File: config.mk
export PLATFORM = sky130hd
export DESIGN_NAME = drum_mul_arbiter_flat
export DESIGN_NICKNAME = d
export VERILOG_FILES = /design/src/rtl/drum_mul_arbiter_if.sv /design/src/rtl/drum_mul_arbiter.sv /design/src/flat_wrapper.sv
export SDC_FILE = /design/constraint.sdc
export NUM_CORES = 1
export LEC_CHECK = 0
export BUFFER_PORTS_ARGS = -buffer_cell sky130_fd_sc_hd__buf_2
export CORE_MARGIN = 2
export CORE_UTILIZATION = 40
export CTS_CLUSTER_DIAMETER = 50
export DETAILED_ROUTE_END_ITERATION = 10
export GPL_TIMING_DRIVEN = 1
export SLEW_MARGIN = 20
export SYNTH_ARGS = -nofsm -noshare
export SYNTH_HDL_FRONTEND = slang
export SYNTH_HIERARCHICAL = 1
export SYNTH_SLANG_ARGS = --single-unit
File: constraint.sdc
create_clock -name clk -period 2.5 [get_ports clk]
set_clock_uncertainty 0.15 [all_clocks]
set_input_delay 0 -clock clk [delete_from_list [all_inputs] [get_ports clk]]
set_output_delay 0 -clock clk [all_outputs]
set_load 0.02 [all_outputs]
File: src/rtl/drum_mul_arbiter_if.sv
// rtl/drum_mul_arbiter_if.sv - requester, result and status bundle for drum_mul_arbiter
interface drum_mul_arbiter_if #(
    parameter int N = 4,
    parameter int M = 4
);
    logic           s0_valid;
    logic           s0_ready;
    logic [N-1:0]   s0_a;
    logic [M-1:0]   s0_b;
    logic           s0_exact;

    logic           s1_valid;
    logic           s1_ready;
    logic [N-1:0]   s1_a;
    logic [M-1:0]   s1_b;
    logic           s1_exact;

    logic           m_valid;
    logic           m_ready;
    logic [N+M-1:0] m_r;
    logic           m_src;

    logic           busy;
    logic [7:0]     done_cnt;

    modport slave (
        input  s0_valid, s0_a, s0_b, s0_exact,
        input  s1_valid, s1_a, s1_b, s1_exact,
        input  m_ready,
        output s0_ready, s1_ready,
        output m_valid, m_r, m_src,
        output busy, done_cnt
    );

    modport master (
        output s0_valid, s0_a, s0_b, s0_exact,
        output s1_valid, s1_a, s1_b, s1_exact,
        output m_ready,
        input  s0_ready, s1_ready,
        input  m_valid, m_r, m_src,
        input  busy, done_cnt
    );
endinterface

File: src/rtl/drum_mul_arbiter.sv
// rtl/drum_mul_arbiter.sv - two-requester round-robin sequencer around a shared drum multiplier
// Optional exact signed multiplier selected per operation when DRUM_EXACT_EN is defined.
module drum #(
    parameter int k = 4,
    parameter int N = 4,
    parameter int M = 4
) (
    input  logic [N-1:0]   a,
    input  logic [M-1:0]   b,
    output logic [N+M-1:0] r
);
    localparam int W = N + M;

    logic [N-1:0] mag_a;
    logic [M-1:0] mag_b;
    logic [W-1:0] ta;
    logic [W-1:0] tb;
    logic [W-1:0] prod;
    int           sa;
    int           sb;

    // Keep k bits from the leading one down; forcing the kept LSB to 1 unbiases the truncation.
    always_comb begin
        mag_a = a ^ {N{a[N-1]}};
        mag_b = b ^ {M{b[M-1]}};
        sa = 0;
        sb = 0;
        for (int i = 0; i < N; i++) begin
            if (mag_a[i] && (i >= k)) sa = i - k + 1;
        end
        for (int j = 0; j < M; j++) begin
            if (mag_b[j] && (j >= k)) sb = j - k + 1;
        end
        ta = W'(mag_a) >> sa;
        tb = W'(mag_b) >> sb;
        if (sa != 0) ta[0] = 1'b1;
        if (sb != 0) tb[0] = 1'b1;
        prod = (ta * tb) << (sa + sb);
        r = (a[N-1] ^ b[M-1]) ? ~prod : prod;
    end
endmodule

module drum_mul_arbiter #(
    parameter int K       = 4,
    parameter int N       = 4,
    parameter int M       = 4,
    parameter int MUL_LAT = 2
) (
    input  logic              clk,
    input  logic              rst,
    drum_mul_arbiter_if.slave bus
);
    localparam int         W        = N + M;
    localparam logic [3:0] LAT_INIT = 4'(MUL_LAT - 1);

    typedef enum logic [1:0] {IDLE, EXEC, DONE} state_t;

    state_t         state;
    state_t         state_nxt;
    logic           last;
    logic           grant;
    logic           xfer;
    logic           s0_ready;
    logic           s1_ready;
    logic           busy;
    logic [N-1:0]   op_a;
    logic [M-1:0]   op_b;
    logic           op_src;
    logic [3:0]     lat_cnt;
    logic [W-1:0]   drum_r;
    logic [W-1:0]   product;
    logic           m_valid;
    logic [W-1:0]   m_r;
    logic           m_src;
    logic [7:0]     done_cnt;

    // Lone requester wins; on contention the one not served last wins.
    assign grant = bus.s1_valid & (~bus.s0_valid | ~last);

    always_ff @(posedge clk) begin
        if (rst) state <= IDLE;
        else     state <= state_nxt;
    end

    always_comb begin
        state_nxt = state;
        case (state)
            IDLE:    if (xfer)            state_nxt = EXEC;
            EXEC:    if (lat_cnt == 4'd0) state_nxt = DONE;
            DONE:    if (bus.m_ready)     state_nxt = IDLE;
            default:                      state_nxt = IDLE;
        endcase
    end

    always_comb begin
        s0_ready = 1'b0;
        s1_ready = 1'b0;
        busy     = (state != IDLE);
        if (state == IDLE) begin
            s0_ready = ~grant & bus.s0_valid;
            s1_ready =  grant & bus.s1_valid;
        end
        xfer = s0_ready | s1_ready;
    end

    // Datapath is driven only from the op registers, so its multicycle window is stable.
    drum #(.k(K), .N(N), .M(M)) u_drum (
        .a (op_a),
        .b (op_b),
        .r (drum_r)
    );

`ifdef DRUM_EXACT_EN
    logic         op_exact;
    logic [W-1:0] exact_r;

    assign exact_r = $signed({{M{op_a[N-1]}}, op_a}) * $signed({{N{op_b[M-1]}}, op_b});
    assign product = op_exact ? exact_r : drum_r;

    always_ff @(posedge clk) begin
        if (rst)       op_exact <= 1'b0;
        else if (xfer) op_exact <= grant ? bus.s1_exact : bus.s0_exact;
    end
`else
    logic unused_exact;

    assign unused_exact = bus.s0_exact ^ bus.s1_exact;
    assign product      = drum_r;
`endif

    always_ff @(posedge clk) begin
        if (rst) begin
            last     <= 1'b1;
            op_a     <= '0;
            op_b     <= '0;
            op_src   <= 1'b0;
            lat_cnt  <= 4'd0;
            m_valid  <= 1'b0;
            m_r      <= '0;
            m_src    <= 1'b0;
            done_cnt <= 8'd0;
        end else begin
            case (state)
                IDLE: begin
                    if (xfer) begin
                        op_a    <= grant ? bus.s1_a : bus.s0_a;
                        op_b    <= grant ? bus.s1_b : bus.s0_b;
                        op_src  <= grant;
                        last    <= grant;
                        lat_cnt <= LAT_INIT;
                    end
                end
                EXEC: begin
                    if (lat_cnt == 4'd0) begin
                        m_r     <= product;
                        m_src   <= op_src;
                        m_valid <= 1'b1;
                    end else begin
                        lat_cnt <= lat_cnt - 4'd1;
                    end
                end
                DONE: begin
                    if (bus.m_ready) begin
                        m_valid  <= 1'b0;
                        done_cnt <= done_cnt + 8'd1;
                    end
                end
                default: ;
            endcase
        end
    end

    assign bus.s0_ready = s0_ready;
    assign bus.s1_ready = s1_ready;
    assign bus.busy     = busy;
    assign bus.m_valid  = m_valid;
    assign bus.m_r      = m_r;
    assign bus.m_src    = m_src;
    assign bus.done_cnt = done_cnt;
endmodule

File: src/flat_wrapper.sv
// flat-port wrapper written by rule: the top's interface ports become plain ports
module drum_mul_arbiter_flat 
#(
    parameter int K       = 4,
    parameter int N       = 4,
    parameter int M       = 4,
    parameter int MUL_LAT = 2
)
  (clk, rst, bus_s0_valid, bus_s0_a, bus_s0_b, bus_s0_exact, bus_s1_valid, bus_s1_a, bus_s1_b, bus_s1_exact, bus_m_ready, bus_s0_ready, bus_s1_ready, bus_m_valid, bus_m_r, bus_m_src, bus_busy, bus_done_cnt);
  drum_mul_arbiter_if #(.N(N), .M(M)) bus_i ();
  input  logic clk;
  input  logic rst;
  input wire logic [$bits(bus_i.s0_valid)-1:0] bus_s0_valid;
  input wire logic [$bits(bus_i.s0_a)-1:0] bus_s0_a;
  input wire logic [$bits(bus_i.s0_b)-1:0] bus_s0_b;
  input wire logic [$bits(bus_i.s0_exact)-1:0] bus_s0_exact;
  input wire logic [$bits(bus_i.s1_valid)-1:0] bus_s1_valid;
  input wire logic [$bits(bus_i.s1_a)-1:0] bus_s1_a;
  input wire logic [$bits(bus_i.s1_b)-1:0] bus_s1_b;
  input wire logic [$bits(bus_i.s1_exact)-1:0] bus_s1_exact;
  input wire logic [$bits(bus_i.m_ready)-1:0] bus_m_ready;
  output wire logic [$bits(bus_i.s0_ready)-1:0] bus_s0_ready;
  output wire logic [$bits(bus_i.s1_ready)-1:0] bus_s1_ready;
  output wire logic [$bits(bus_i.m_valid)-1:0] bus_m_valid;
  output wire logic [$bits(bus_i.m_r)-1:0] bus_m_r;
  output wire logic [$bits(bus_i.m_src)-1:0] bus_m_src;
  output wire logic [$bits(bus_i.busy)-1:0] bus_busy;
  output wire logic [$bits(bus_i.done_cnt)-1:0] bus_done_cnt;
  assign bus_i.s0_valid = bus_s0_valid;
  assign bus_i.s0_a = bus_s0_a;
  assign bus_i.s0_b = bus_s0_b;
  assign bus_i.s0_exact = bus_s0_exact;
  assign bus_i.s1_valid = bus_s1_valid;
  assign bus_i.s1_a = bus_s1_a;
  assign bus_i.s1_b = bus_s1_b;
  assign bus_i.s1_exact = bus_s1_exact;
  assign bus_i.m_ready = bus_m_ready;
  assign bus_s0_ready = bus_i.s0_ready;
  assign bus_s1_ready = bus_i.s1_ready;
  assign bus_m_valid = bus_i.m_valid;
  assign bus_m_r = bus_i.m_r;
  assign bus_m_src = bus_i.m_src;
  assign bus_busy = bus_i.busy;
  assign bus_done_cnt = bus_i.done_cnt;
  drum_mul_arbiter #(.K(K), .N(N), .M(M), .MUL_LAT(MUL_LAT)) u_core (.clk(clk), .rst(rst), .bus(bus_i));
endmodule
== Word level (Yosys, flattened, before mapping) ==
Cells that the tools add are included.

* Multipliers: 1
* Reduce and logical (&&, ||, !) cells: 11
* Multiplexer cells: 15
* Equal/unequal tests: 6
* Bitwise operators: 12
* $add $sub $neg: 2

{| class="wikitable"
|+ Operators with widths
! cell !! count
|-
| $mux 4 || 4
|-
| $reduce_and 3->1 || 3
|-
| $add 8x1->8 const B || 1
|-
| $mul 4x4->8 || 1
|-
| $mux 8 || 1
|-
| $not 8->8 || 1
|-
| $pmux 4 s2 || 1
|-
| $xor 4x4->4 || 2
|-
| $mux 2 || 3
|-
| $pmux 2 s3 || 1
|-
| $reduce_and 2->1 || 3
|-
| $reduce_bool 2->1 || 3
|-
| $logic_not 4->1 || 1
|-
| $mux 1 || 4
|-
| $ne 2x1->1 const B || 2
|-
| $ne 2x2->1 const B || 2
|-
| $sub 4x1->4 const B || 1
|-
| $and 1x1->1 || 3
|-
| $not 1->1 || 3
|-
| $eq 2x1->1 const B || 1
|-
| $eq 2x2->1 const B || 1
|-
| $logic_not 2->1 || 1
|-
| $or 1x1->1 || 2
|-
| $pmux 1 s2 || 1
|-
| $xor 1x1->1 || 1
|}

* Bits of input ports: 23
* Register bits after elaboration: 34
* Output and inout bits: 21

== Logic depth before layout (Yosys ltp) ==
* Depth in word-level cells: 9
* Mapped depth: 12
* Gate-level depth less buffers: 11

== Modules after synthesis ==
The synthesis kept the hierarchy.

{| class="wikitable"
|+ Modules (own cells, without submodules)
! module !! times used !! seq. area each (um^2) !! area each (um^2) !! cells an instance
|-
| drum_mul_arbiter || 1 || 680.7 || 1491.4 || 165
|-
| drum || 1 || 0.0 || 399.1 || 43
|}

== Worst setup path after synthesis ==
Ideal clock, no wire load.

* Kind: reg2reg
* Start point: reg u_core.op_a[3]
* End point: reg u_core.m_r[6] (netlist: u_core/bus.m_r[6])
* Setup slack: -153 ps
* Buffers on the path: 1
* Clock period less this slack: 2653 ps
* Cell stages (with the launch flop): 13
* Arrival: 2432 ps
* Cell sequence: dfxtp_1 clkbuf_8 xnor2_1 nor2_1 ha_1 ha_1 ha_1 fa_1 a21o_1 nand2_1 xnor2_1 nand3_1 a21oi_1

* Longest elaborated chain between the ends: 4
* Elaborated cells between the ends (all ways): 5
* Those cells by class: mul: 1; mux: 1; bitwise: 3

{| class="wikitable"
|+ Ends and longest elaborated chain
! item !! RTL line !! text
|-
| start: declaration || drum_mul_arbiter.sv:66 || <nowiki>logic [N-1:0] op_a;</nowiki>
|-
| start signal: assignment || drum_mul_arbiter.sv:146 || <nowiki>op_a <= grant ? bus.s1_a : bus.s0_a;</nowiki>
|-
| $xor 4x4->4 || drum_mul_arbiter.sv:24 || <nowiki>mag_a = a ^ {N{a[N-1]}};</nowiki>
|-
| $mul 4x4->8 || drum_mul_arbiter.sv:38 || <nowiki>prod = (ta * tb) << (sa + sb);</nowiki>
|-
| $not 8->8 || drum_mul_arbiter.sv:39 || <nowiki>r = (a[N-1] ^ b[M-1]) ? ~prod : prod;</nowiki>
|-
| $mux 8 (*) || drum_mul_arbiter.sv:39 ||
|-
| net u_core.drum_r[6] || drum_mul_arbiter.sv:70 || <nowiki>logic [W-1:0] drum_r;</nowiki>
|-
| end signal: assignment || drum_mul_arbiter.sv:155 || <nowiki>m_r <= product;</nowiki>
|-
| end: declaration || drum_mul_arbiter.sv:73 || <nowiki>logic [W-1:0] m_r;</nowiki>
|}

Mark *: on every way through the listed nets, which the timed path passes. The rest lies on a longest branch.
A chain may end at the register's enable or synchronous reset.

== Worst setup path in the final report ==
Ends and elaborated chain as after synthesis.

==> insert_results.sql <==
INSERT INTO impl_metrics (metric_group, metric, value, unit) VALUES
('layout', 'finish.net_count', '311', ''),
('min_path', 'hold_path.class', 'in2reg', ''),
('power_and_ir_drop', 'total_power_per_unit_cell_area', '756', 'nW/um^2'),
('grt', 'grt_first_pass_wirelength', '6.66', 'mm'),
('detailed_routing', 'drt_first_pass_iters', '4', ''),
('clocking', 'clock_latency', '0.29', 'ns'),
('synthesis', 'synth_top_family_by_area', 'simple AND/OR/NAND/NOR gates', ''),
('timing', 'fin_setup_tns', '-0.0924', 'ns'),
('clocking', 'tritoncts_num_sinks', '34', ''),
('die', 'die_area', '5290', 'um^2'),
('synthesis', 'synth_sequential_area_ratio', '36.0', '%'),
('clocking', 'cts_inserted_buffers', '5', ''),
('worst_setup_path', 'worst-path-buf-inv', '0', ''),
('worst_setup_path', 'worst_path_largest_cell_delay', '0.39', 'ns'),
('detailed_routing', 'post-route-drc-count', '0', ''),
('layout', 'layout-area-overhead-vs-synth', '38.1', '%'),
('die', 'die_w', '72.8', 'um'),
('clocking', 'ctsLongestPathBuffers', '2', ''),
('synthesis', 'synth_fp_nets', '244', ''),
('timing', 'worst_slew_pin_slew', '0.717', 'ns'),
('layout', 'regArea', '692', 'um^2'),
('clocking', 'clk_transition_reported_paths', '0.08', 'ns'),
('timing', 'maxClockFrequency', '388', 'MHz'),
('worst_setup_path', 'cp-start-kind', 'flip-flop', ''),
('placed_design', 'numPortBuffers', '41', ''),
('worst_setup_path', 'cp.arrival', '2.65', 'ns'),
('timing', 'timing.final.setup_violations', '2', ''),
('clocking', 'cts-root-buf', 'sky130_fd_sc_hd__clkbuf_8', ''),
('timing', 'finalCritPeriodShare', '103', '%'),
('timing', 'setup_slack', '-0.0775', 'ns'),
('placed_design', 'gp_routability_congestion', '0.796', ''),
('synthesis', 'fraction_of_the_mapped_netlist_area_in_compound_gates', '12.6', '%'),
('die', 'die_height', '72.8', 'um'),
('layout', 'insertedDiodeCount', '0', ''),
('status', 'violated_checks', 'setup timing', ''),
('synthesis', 'post_synth_xor_area_fraction', '11.1', '%'),
('die', 'pin_count', '44', ''),
('timing', 'fin_worst_hold_slack', '0.0909', 'ns'),
('status', 'status', 'finished with violations', ''),
('synthesis', 'yosys.cell_types.count', '45', ''),
('placed_design', 'placed_cells_incl_taps', '302', ''),
('detailed_routing', 'wl_per_cell', '12.0', 'um'),
('detailed_routing', 'via_count', '1649', ''),
('timing', 'max_slew_headroom_at_the_worst_pin', '52.2', '%'),
('layout', 'nFillCells', '446', ''),
('clocking', 'tritoncts_clock_tree', 'built', ''),
('placed_design', 'pre_cts_ws', '-0.0920', 'ns'),
('worst_setup_path', 'chain_of_cells_forming_the_critical_path', 'xnor2_4 -> nor2_1 -> ha_1 -> ha_4 -> ha_4 -> fa_2 -> a21o_1 -> nand2_1 -> xnor2_1 -> nand3_1 -> a21oi_2', ''),
('synthesis', 'syn_area_per_cell', '9.09', 'um^2'),
('worst_setup_path', 'worstSetupPathType', 'reg2reg', ''),
('synthesis', 'synth-simple-area-share', '21.0', '%'),
('clocking', 'ctsHtreeMaxLevel', '2', ''),
('detailed_routing', 'avgViaCountPerCell', '5.00', ''),
('synthesis', 'synth_seq_cells', '34', ''),
('die', 'initial_utilization', '40.8', '%'),
('synthesis', 'yosys-mux-area-fraction', '5.36', '%'),
('worst_setup_path', 'crit_required', '2.57', 'ns'),
('detailed_routing', 'routed_wl', '3.96', 'mm'),
('layout', 'layout-drive-gt1-share', '31.5', '%'),
('worst_setup_path', 'cpMostUsedCell', 'sky130_fd_sc_hd__ha_4', ''),
('timing', 'layout_min_cycle_time', '2.58', 'ns'),
('layout', 'mostFrequentLayoutCells', 'sky130_fd_sc_hd__buf_2 (41), sky130_fd_sc_hd__nor2_1 (29), sky130_fd_sc_hd__dfxtp_1 (29), sky130_fd_sc_hd__dlygate4sd3_1 (20)', ''),
('synthesis', 'yosys_warnings', '6', ''),
('grt', 'grt_pass1_vias', '1521', ''),
('layout', 'finish.instance_area', '2610', 'um^2'),
('synthesis', 'synth_fa_ha_area_share', '9.00', '%'),
('timing', 'rsz0062_at_grt', 'true', ''),
('synthesis', 'syn-cell-area', '1890', 'um^2'),
('die', 'floorplan.rows', '25', ''),
('worst_setup_path', 'setup.worst_path.end_class', 'flip-flop', ''),
('grt', 'grtUsageTotal', '16.2', '%');
-- layer usage --
layer	vias up	GRT usage [%]	share of wire [%]
met1	758	21.1	49
met5	-	0	0
met2	37	25.6	46
met3	2	4.56	4.3
met4	0	6.17	0.73
li1	852	-	-
-- through the flow --
step | power [W] | util (%)
5_1_grt | 0.00211 | 56.4
3_5_place_dp | 0.00136 | 48.1
3_3_place_gp | 0.00136 | 48.1
6_report | 0.00197 | 56.4
4_1_cts | 0.00193 | 55.1
2_1_floorplan | 0.00121 | -
-- cell usage after synthesis (all sizes together) --
library cell	number	area, um^2
mux2i	9	90.1
nand2b	1	6.26
and4b	1	10.0
xnor2	13	114
o21a	1	7.51
a211o	1	8.76
o41ai	1	8.76
nor4	2	18.8
a21oi	18	90.1
nor3	3	15.0
and2	1	6.26
a21o	3	22.5
a21boi	1	7.51
nor2	31	119
xor2	8	96.4
or3	3	18.8
and3	1	6.26
nor3b	4	35.0
or4b	1	13.8
inv	4	15.0
and2b	1	7.51
buf	6	50.0
nand2	15	56.3
mux2	1	11.3
nand4	1	6.26
ha	12	150
clkbuf	5	28.8
dfxtp	34	681
fa	1	20.0
o21ba	1	10.0
a211oi	9	77.6
nand3b	1	11.3
nor2b	1	6.26
nand3	12	60.1
o21ai	1	5.00
-- power by group --
group | total (W) | internal, W | switching [W]
Combinational | 0.000783 | 0.000386 | 0.000397
Sequential | 0.000683 | 0.000612 | 0.0000706
Clock | 0.000506 | 0.000296 | 0.000210
Total | 0.00197 | 0.00129 | 0.000678
-- layout make-up --
class / count / area share, %
multi-input cells: 159 / 47.6
flip-flops and latches: 34 / 26.5
repair buffers: 71 / 18.4
clock buffers: 5 / 2.64
well taps: 54 / 2.59
clock inverters: 3 / 1.73
inverters: 4 / 0.575
-- what timing repair did --
action                     4_1_cts  5_1_grt
hold endpoints to repair        12        0
pin swaps                        8       11
setup endpoints to repair        4        4
gates resized for setup          6       10
hold buffers                    20        0
setup buffers                    0        1
-- state kept, by name, summed over array words and instances, names as in the netlist --
name / flops
u_core/bus.m_src: 1
u_core/op_b: 4
u_core/op_src: 1
u_core/op_a: 4
u_core/state: 2
u_core/bus.m_valid: 1
u_core/bus.done_cnt: 8
u_core/lat_cnt: 4
u_core/bus.m_r: 8
u_core/last: 1
-- path summary, 6_finish.rpt --
| check | to | slack [ns] | cells after the start | from |
|---|---|---|---|---|
| setup / recovery | u_core/bus.m_r[6] | -0.08 | 11 | u_core/op_a[3] |
| hold / removal | u_core/bus.done_cnt[6] | 0.09 | 2 | rst |
| setup reg to reg | u_core/bus.m_r[6] | -0.08 | 11 | u_core/op_a[3] |
| hold reg to reg | u_core/bus.m_valid | 0.30 | 2 | u_core/bus.m_valid |
-- kinds of logic after synthesis --
group	Yosys count
flip-flops	34
buffers and inverters	15
multiplexers	10
XOR/XNOR	21
AO/OA/AOI/OAI	36
adder cells (fa/ha/maj)	13
AND/OR/NAND/NOR	79
-- worst reg2reg max path: cells and delay by family (launching register included) --
family / cells / cell delay, ns
AO/OA/AOI/OAI: 2 / 0.31
adder cells (fa/ha/maj): 4 / 1.11
flip-flops: 1 / 0.39
XOR/XNOR: 2 / 0.29
AND/OR/NAND/NOR: 3 / 0.25
No activity file was read; power rests on OpenSTA's default activity.
